File: config.mk
export PLATFORM = sky130hd
export DESIGN_NAME = snax_simbacore_out_packer
export DESIGN_NICKNAME = d
export VERILOG_FILES = /design/src/rtl/snax_simbacore_out_packer.sv
export SDC_FILE = /design/constraint.sdc
export NUM_CORES = 1
export LEC_CHECK = 0
export BUFFER_PORTS_ARGS = -buffer_cell sky130_fd_sc_hd__buf_2
export CAP_MARGIN = 20
export CORE_ASPECT_RATIO = 0.75
export CORE_MARGIN = 8
export CORE_UTILIZATION = 25
export CTS_CLUSTER_SIZE = 40
export DETAILED_ROUTE_END_ITERATION = 12
export GPL_TIMING_DRIVEN = 1
export RECOVER_POWER = 100
export SYNTH_ARGS = -nofsm -noshare
export SYNTH_HDL_FRONTEND = slang
export SYNTH_SLANG_ARGS = --single-unit
File: constraint.sdc
create_clock -name clk_i -period 3.3 [get_ports clk_i]
set_clock_uncertainty 0.1 [all_clocks]
set_input_delay 0.165 -clock clk_i [delete_from_list [all_inputs] [get_ports clk_i]]
set_output_delay 0.165 -clock clk_i [all_outputs]
set_load 0.01 [all_outputs]
File: src/rtl/snax_simbacore_out_packer.sv
// Packs Ratio narrow accelerator beats into one wide streamer word. A separate output
// register lets the next word fill while the previous one waits, giving one beat per cycle.
module snax_simbacore_out_packer #(
    parameter int InWidth  = 64,
    parameter int Ratio    = 4,
    parameter int CntWidth = 32
) (
    input  logic                     clk_i,
    input  logic                     rst_i,
    input  logic [CntWidth-1:0]      cfg_beats_i,
    input  logic                     cfg_valid_i,
    output logic                     cfg_ready_o,
    input  logic [InWidth-1:0]       acc_data_i,
    input  logic                     acc_valid_i,
    output logic                     acc_ready_o,
    output logic [InWidth*Ratio-1:0] stream_data_o,
    output logic [Ratio-1:0]         stream_strb_o,
    output logic                     stream_last_o,
    output logic                     stream_valid_o,
    input  logic                     stream_ready_i,
    output logic                     busy_o,
    output logic [CntWidth-1:0]      beat_cnt_o
);

    localparam int OutWidth  = InWidth * Ratio;
    localparam int LaneWidth = (Ratio > 1) ? $clog2(Ratio) : 1;

    typedef enum logic [1:0] {
        IDLE,
        RUN,
        DONE
    } state_t;

    state_t               state_q;
    logic                 out_valid_q;
    logic [LaneWidth-1:0] lane_q;
    logic [CntWidth-1:0]  rem_q;
    logic [CntWidth-1:0]  beat_cnt_q;
    logic [OutWidth-1:0]  fill_q;
    logic [OutWidth-1:0]  out_data_q;
    logic [Ratio-1:0]     strb_q;
    logic                 last_q;

    logic                 final_beat;
    logic                 completing;
    logic                 cfg_fire;
    logic                 acc_fire;
    logic                 stream_fire;
    logic [OutWidth-1:0]  packed_word;
    logic [Ratio-1:0]     strb_next;

    assign final_beat  = (rem_q == CntWidth'(1));
    assign completing  = (lane_q == LaneWidth'(Ratio - 1)) || final_beat;

    assign cfg_ready_o = (state_q == IDLE);
    // A completing beat may only enter when the output register is free or drains this cycle.
    assign acc_ready_o = (state_q == RUN) && (!completing || !out_valid_q || stream_ready_i);

    assign cfg_fire    = cfg_valid_i && cfg_ready_o;
    assign acc_fire    = acc_valid_i && acc_ready_o;
    assign stream_fire = out_valid_q && stream_ready_i;

    // Word to load on a completing beat: current beat in its lane, lanes above it cleared.
    always_comb begin
        // NOTE: every signal driven here gets a default first so no latch is inferred.
        packed_word = fill_q;
        strb_next   = '0;
        for (int k = 0; k < Ratio; k++) begin
            if (LaneWidth'(k) == lane_q) begin
                packed_word[k*InWidth +: InWidth] = acc_data_i;
            end else if (LaneWidth'(k) > lane_q) begin
                packed_word[k*InWidth +: InWidth] = '0;
            end
            strb_next[k] = (LaneWidth'(k) <= lane_q);
        end
    end

    // NOTE: sequential state uses non-blocking assignments only, so every register samples pre-edge values.
    always_ff @(posedge clk_i) begin
        if (rst_i) begin
            state_q     <= IDLE;
            out_valid_q <= 1'b0;
            lane_q      <= '0;
            rem_q       <= '0;
            beat_cnt_q  <= '0;
            // NOTE: the wide data registers are reset too, so stale lanes never leak after a reset.
            fill_q      <= '0;
            out_data_q  <= '0;
            strb_q      <= '0;
            last_q      <= 1'b0;
        end else begin
            case (state_q)
                IDLE: begin
                    if (cfg_fire) begin
                        beat_cnt_q <= '0;
                        if (cfg_beats_i != '0) begin
                            rem_q   <= cfg_beats_i;
                            lane_q  <= '0;
                            state_q <= RUN;
                        end
                    end
                end
                RUN: begin
                    if (acc_fire) begin
                        rem_q      <= rem_q - CntWidth'(1);
                        beat_cnt_q <= beat_cnt_q + CntWidth'(1);
                        if (completing) begin
                            fill_q <= '0;
                            lane_q <= '0;
                            if (final_beat) begin
                                state_q <= DONE;
                            end
                        end else begin
                            fill_q[lane_q*InWidth +: InWidth] <= acc_data_i;
                            lane_q <= lane_q + LaneWidth'(1);
                        end
                    end
                end
                DONE: begin
                    if (stream_fire || !out_valid_q) begin
                        state_q <= IDLE;
                    end
                end
                default: state_q <= IDLE;
            endcase

            // Reload wins over drain, so a word leaving and a word arriving share one cycle.
            if (acc_fire && completing) begin
                out_data_q  <= packed_word;
                strb_q      <= strb_next;
                last_q      <= final_beat;
                out_valid_q <= 1'b1;
            end else if (stream_fire) begin
                out_valid_q <= 1'b0;
            end
        end
    end

    assign stream_data_o  = out_data_q;
    assign stream_strb_o  = strb_q;
    assign stream_last_o  = last_q;
    assign stream_valid_o = out_valid_q;
    assign busy_o         = (state_q != IDLE) || out_valid_q;
    assign beat_cnt_o     = beat_cnt_q;

endmodule

==> results of run 1 <==
## synthesized netlist by cell type, types with 3 or more instances
library cell / n / area [sq um]
or3_1: 9 / 56.3
nor3b_1: 66 / 495
xnor2_1: 15 / 131
nor4_1: 12 / 75.1
nor2_1: 323 / 1210
a22oi_1: 68 / 510
and2_1: 5 / 31.3
a211oi_1: 203 / 1520
o21ai_0: 31 / 155
nand2b_1: 7 / 43.8
o21a_1: 5 / 37.5
dfxtp_1: 522 / 10500
buf_6: 8 / 90.1
xor2_1: 3 / 26.3
clkbuf_1: 142 / 533
mux2i_1: 133 / 1330
a31o_2: 6 / 52.6
buf_2: 63 / 315
mux2_2: 3 / 33.8
o32ai_1: 71 / 622
and4_1: 3 / 26.3
buf_4: 16 / 120
ha_1: 10 / 125
o211ai_1: 3 / 22.5
and3_1: 11 / 68.8
a31oi_1: 3 / 18.8
nand3_1: 152 / 761
nor3_1: 80 / 400
a2111oi_0: 3 / 26.3
buf_1: 6 / 22.5
nand2_1: 268 / 1010
a21oi_1: 193 / 966
inv_1: 74 / 278
a21o_1: 6 / 45.0
nand4_1: 10 / 62.6
o31ai_1: 4 / 30.0
## area by class of cell
cell class | instances | area, sq um
tap | 1152 | 1440
clock buffer | 87 | 1770
multi-input combinational | 1747 | 10400
clock inverter | 20 | 214
fill | 9261 | 59800
timing repair buffer | 561 | 3320
inverter | 74 | 280
sequential | 522 | 10500
## power groups by stage
stage / Clock (W) / Sequential [W] / Combinational [W]
after global routing: 0.00723 / 0.00651 / 0.00159
after floorplan: 0 / 0.00662 / 0.000850
after detailed placement: 0 / 0.00664 / 0.00138
after CTS: 0.00694 / 0.00650 / 0.00148
after global placement: 0 / 0.00663 / 0.00137
final: 0.00675 / 0.00650 / 0.00147
## metal layers
layer  part of all wire (%)  vias up  GRT usage (%)
li1                       -     9979              -
met1                     47     9710           21.5
met2                     43      590           23.6
met3                    6.7      124           3.74
met4                    2.7        0           4.51
met5                      0        -              0
## worst max-delay path, stage by stage, from the launching register on
cell	delay [ns]
dfxtp_1	0.35
nor4_1	0.45
and3_1	0.42
clkbuf_1	0.25
and3_1	0.26
o21ai_0	0.24
o21a_2	0.34
buf_4	0.29
o32ai_1	0.28
## through the flow
| stage | worst slack [ns] | cell area, sq um | hold slack (ns) | utilization, % | total power (W) |
|---|---|---|---|---|---|
| finish | 0.178 | 27800 | 0.315 | 31.8 | 0.0147 |
| global route | 0.0600 | 27800 | 0.300 | 31.8 | 0.0153 |
| CTS | 0.236 | 28300 | 0.256 | 32.3 | 0.0149 |
| detailed placement | 0.445 | 25400 | 0.340 | 28.9 | 0.00802 |
| global placement | 0.486 | 25400 | 0.335 | 28.9 | 0.00801 |
| floorplan | 0.942 | 22100 | 0.210 | - | 0.00747 |
## sequential cells by signal, indices dropped and copies added (netlist names)
name,count
stream_strb_o,4
rem_q,32
stream_valid_o,1
stream_data_o,256
beat_cnt_o,32
stream_last_o,1
lane_q,2
fill_q,192
state_q,2
## path summary, 6_finish.rpt
check                  from           to  slack (ns)  cells after the start
max               rem_q[14]  fill_q[173]        0.18                      8
min          acc_data_i[30]  fill_q[158]        0.32                      4
max reg2reg       rem_q[14]  fill_q[173]        0.18                      8
min reg2reg      fill_q[93]   fill_q[93]        0.35                      2
## cells by family (layout without fill, tap and decap cells)
group / after synthesis / after routing / synth area share, %
adder cells (fa/ha/maj): 10 / 10 / 0.566
flip-flops: 522 / 522 / 47.3
AO/OA/AOI/OAI: 619 / 619 / 19.1
multiplexers: 136 / 136 / 6.18
buffers and inverters: 309 / 742 / 6.15
XOR/XNOR: 18 / 18 / 0.714
AND/OR/NAND/NOR: 964 / 964 / 20.0
==> summary.txt, run 1 <==
Synth
  • Syn Inst Count: 2578
  • Ys async rst share: 0%
  • Synth warn: 0
  • Mapped Area: 22100 sq um
  • Part of the Yosys area used for sequential elements: 47.3%
  • Syn avg cell area: 8.57 sq um
  • Mapped Nets: 2689
  • Post-synth EDFFs: 0
  • Synth cell types: 65
  • Main flop type after synthesis: dfxtp_1
  • #FFs+latches synth: 522

Finish
  • Most frequent cells in the layout: dfxtp_1 (522), nor2_1 (322), clkbuf_1 (314), nand2_1 (267), a211oi_1 (203)
  • Final net count: 3074
  • Area Overhead vs Synth: 26.0%
  • Share of cells above drive strength 1: 9.66%
  • Commonest non-fill, non-tap cell in the layout: dfxtp_1
  • Layout Cells excl Fill: 4163
  • Antenna fix cells: 0

Floorplanning
  • Die height: 273 um
  • Full die area: 98200 sq um
  • Die extent in x: 359 um
  • Initial Utilization: 25.2%
  • Core ar.: 87600 sq um
  • # IOs: 398
  • FP Rows: 94

GRT
  • Gr ovfl total: 0
  • Initial antenna violation count: 1
  • Tot GR Track Use: 15.4%
  • First-pass GRT wire length: 121 mm
  • Largest net degree at the start of global routing: 170
  • Vias in the first global route: 19100

STA
  • Fmax: 320 MHz
  • Crit share post-route: 94.6%
  • Worst-Margin Slew: 1.24 ns
  • Hold Vio Cnt, Final: 0
  • Min Tclk post-route: 3.12 ns
  • Setup TNS: 0 ns
  • Final Max Slew Viols: 0
  • RSZ-0062 raised after global routing: no
  • Final setup vio count: 0
  • Slew headroom: 17.6%

Setup path
  • Crit-path max FO: 23
  • Crit path capture type: flip-flop
  • CP arrival: 3.54 ns
  • CP required: 3.72 ns
  • CP startpoint kind: flip-flop
  • CP Class: reg2reg

Clocking
  • Clock latency on the worst-skew pair: 0.61 ns
  • Post_cts resized: 0
  • Htree depth: 2
  • Clock Path Buffers: 3
  • Num CTS Buffers: 57
  • Clock transition at the registers of the reported paths: 0.07 ns
  • CTS tree: built
  • Post-CTS Setup Inserts: 0
  • CTS Hold Bufs: 100
  • CTS root buffer: clkbuf_16
  • Clock sink total: 522

Pwr
  • Max VDD drop: 0.349 mV
  • Power Internal: 0.0109 W
  • Clock power share: 45.9%
  • PwrDens: 529 nW/um^2
  • Sw Ratio: 25.9%
  • Gate power share: 10.0%
  • Leakage Power: 9.33 nW
  • Seq pwr share: 44.2%
  • Switch Pwr: 0.00382 W

Placement
  • GPL Wtd Cong: 0.816
  • Cell count after placement: 3956
  • Hpwl dp: 52.4 mm
  • Port bufs: 397

Detailed routing
  • # DRC: 0
  • Initial DRC count: 1598
  • Drt total wl: 80.6 mm
  • Post-route ant nets: 0
  • Via density: 4.90
  • Post-DR wirelength/cell: 19.4 um
  • Drt first pass iters: 7
  • DR vias: 20400

Min path
  • Hold WC Path Type: in2reg

Flow run
  • Number of max-cap violations: 0

Run status
  • Status: completed
Power figures use the tool's default switching activity.
==> run 2, diff against run 1 <==
- CELL_PAD_IN_SITES_DETAIL_PLACEMENT: default -> 1
- CELL_PAD_IN_SITES_GLOBAL_PLACEMENT: default -> 1
- PLACE_DENSITY_LB_ADDON: default -> 0.1
==> summary.txt, run 2 (same netlist as run 1, synthesis figures left out) <==
Setup path
  • Crit path capture type: flip-flop (unchanged)
  • R2R setup slack: 0.20 ns (was 0.18 ns)
  • CP peak stage delay: 0.60 ns (was 0.45 ns)
  • CP Class: reg2reg (unchanged)
  • CP arrival: 3.48 ns (was 3.54 ns)
  • CP startpoint kind: flip-flop (unchanged)
  • Crit-path max FO: 68 (was 23)
  • Worst path cell trace: or4_4 > nor2_4 > a31o_2 > nand2_4 > buf_6 > a211oi_1 > nor3_1 (was nor4_1 > and3_1 > clkbuf_1 > and3_1 > o21ai_0 > o21a_2 > buf_4 > o32ai_1)
  • Worst path slowest cell: or4_4 (was nor4_1)
  • CP required: 3.68 ns (was 3.72 ns)

Detailed routing
  • M1 WL: 43.3 mm (was 38.3 mm)
  • Post-DR wirelength/cell: 21.8 um (was 19.4 um)
  • Top Metal Used: met4 (unchanged)
  • Met2 Routed Length: 40.5 mm (was 34.8 mm)
  • # DRC: 0 (unchanged)
  • DR vias: 20800 (was 20400)
  • Drt first pass iters: 5 (was 7)
  • Drt total wl: 90.7 mm (was 80.6 mm)
  • Post-route ant nets: 0 (unchanged)
  • Initial DRC count: 1062 (was 1598)
  • Via density: 4.99 (was 4.90)
  • Met3 routed WL: 4.49 mm (was 5.38 mm)

Floorplanning
  • Initial Utilization: 25.2% (unchanged)
  • Full die area: 98200 sq um (unchanged)
  • Die extent in x: 359 um (unchanged)
  • # IOs: 398 (unchanged)
  • FP Rows: 94 (unchanged)
  • Core ar.: 87600 sq um (unchanged)
  • Die height: 273 um (unchanged)

STA
  • Final Max Slew Viols: 0 (unchanged)
  • Final setup vio count: 0 (unchanged)
  • Worst-Margin Slew: 1.11 ns (was 1.24 ns)
  • Slew headroom: 26.3% (was 17.6%)
  • Hold Vio Cnt, Final: 0 (unchanged)
  • Setup TNS: 0 ns (unchanged)
  • RSZ-0062 raised after global routing: no (unchanged)
  • Fmax: 322 MHz (was 320 MHz)
  • Min Tclk post-route: 3.10 ns (was 3.12 ns)
  • Crit share post-route: 94.0% (was 94.6%)

GRT
  • Initial antenna violation count: 1 (unchanged)
  • Tot GR Track Use: 17.7% (was 15.4%)
  • Gr ovfl total: 0 (unchanged)
  • First-pass GRT wire length: 138 mm (was 121 mm)
  • Vias in the first global route: 21700 (was 19100)
  • Largest net degree at the start of global routing: 168 (was 170)

Clocking
  • CTS root buffer: clkbuf_16 (unchanged)
  • Htree depth: 2 (unchanged)
  • Num CTS Buffers: 60 (was 57)
  • Clock Path Buffers: 3 (unchanged)
  • Post-CTS Setup Inserts: 0 (unchanged)
  • Clock transition at the registers of the reported paths: 0.06 ns (was 0.07 ns)
  • Clock latency on the worst-skew pair: 0.63 ns (was 0.61 ns)
  • CTS tree: built (unchanged)
  • Clock sink total: 522 (unchanged)

Flow run
  • Number of max-cap violations: 0 (unchanged)

Pwr
  • Max VDD drop: 0.394 mV (was 0.349 mV)
  • Leakage Power: 9.40 nW (was 9.33 nW)
  • PwrDens: 542 nW/um^2 (was 529 nW/um^2)
  • Total power: 0.0152 W (was 0.0147 W)

Run status
  • Status: completed (unchanged)

Finish
  • Max reg flops: 256 (unchanged)
  • Area Overhead vs Synth: 26.9% (was 26.0%)
  • Final net count: 3076 (was 3074)
  • Fillers: 10300 (was 9261)
  • Commonest non-fill, non-tap cell in the layout: dfxtp_1 (unchanged)
  • Most frequent cells in the layout: dfxtp_1 (522), nor2_1 (322), clkbuf_1 (309), nand2_1 (267), a211oi_1 (203) (was dfxtp_1 (522), nor2_1 (322), clkbuf_1 (314), nand2_1 (267), a211oi_1 (203))
  • Share of cells above drive strength 1: 9.82% (was 9.66%)

Placement
  • GPL Wtd Cong: 0.775 (was 0.816)
  • Port bufs: 397 (unchanged)
  • Hpwl dp: 58.6 mm (was 52.4 mm)

Min path
  • Hold WC Path Type: in2reg (unchanged)
run 2: final cells by class:
cell class              instances  area [sq um]  area share (%)
diodes                          1          2.50         0.00893
flip-flops and latches        522         10500            37.3
multi-input cells            1747         10400            37.0
inverters                      74           279           0.996
well taps                    1152          1440            5.14
clock buffers                  85          1780            6.34
clock inverters                25           319            1.14
repair buffers                560          3380            12.0
run 2: power breakdown:
| part | leakage, nW | switching [W] | internal [W] |
|---|---|---|---|
| Sequential | 4.22 | 0.0000892 | 0.00642 |
| Clock | 1.04 | 0.00287 | 0.00427 |
| Combinational | 4.14 | 0.00103 | 0.000500 |
run 2: what timing repair did:
item,CTS,global route
setup endpoints to repair,0,1
endpoints found under the hold margin,487,0
resized for setup,0,1
hold buffers,100,0
run 2: critical path, delay by kind of cell, from the launching register on:
kind	cells	cell delay (ns)
buf+inv	1	0.33
simple gates	4	1.09
compound gates	2	1.04
flops	1	0.36
run 2: metal layers:
metal / track usage [%] / vias to the layer above
li1: - / 9957
met1: 23.7 / 10300
met2: 28.6 / 391
met3: 3.97 / 118
met4: 5.15 / 0
met5: 0 / -
run 2: final timing paths:
check,from,end,depth (start not counted)
setup / recovery,rem_q[20],stream_data_o[120],7
hold / removal,acc_data_i[53],fill_q[181],4
setup reg to reg,rem_q[20],stream_data_o[120],7
hold reg to reg,fill_q[83],fill_q[83],2
run 2: per-stage QoR:
step	util [%]	hold slack [ns]	cell area [sq um]	cells	setup WS, ns
2_1_floorplan	-	0.210	22100	2578	0.942
5_1_grt	32.0	0.310	28000	4166	0.0704
4_1_cts	32.5	0.250	28500	4165	0.100
6_report	32.0	0.312	28000	4166	0.197
3_5_place_dp	29.0	0.339	25400	3955	0.131
3_3_place_gp	29.0	0.333	25400	3954	0.237
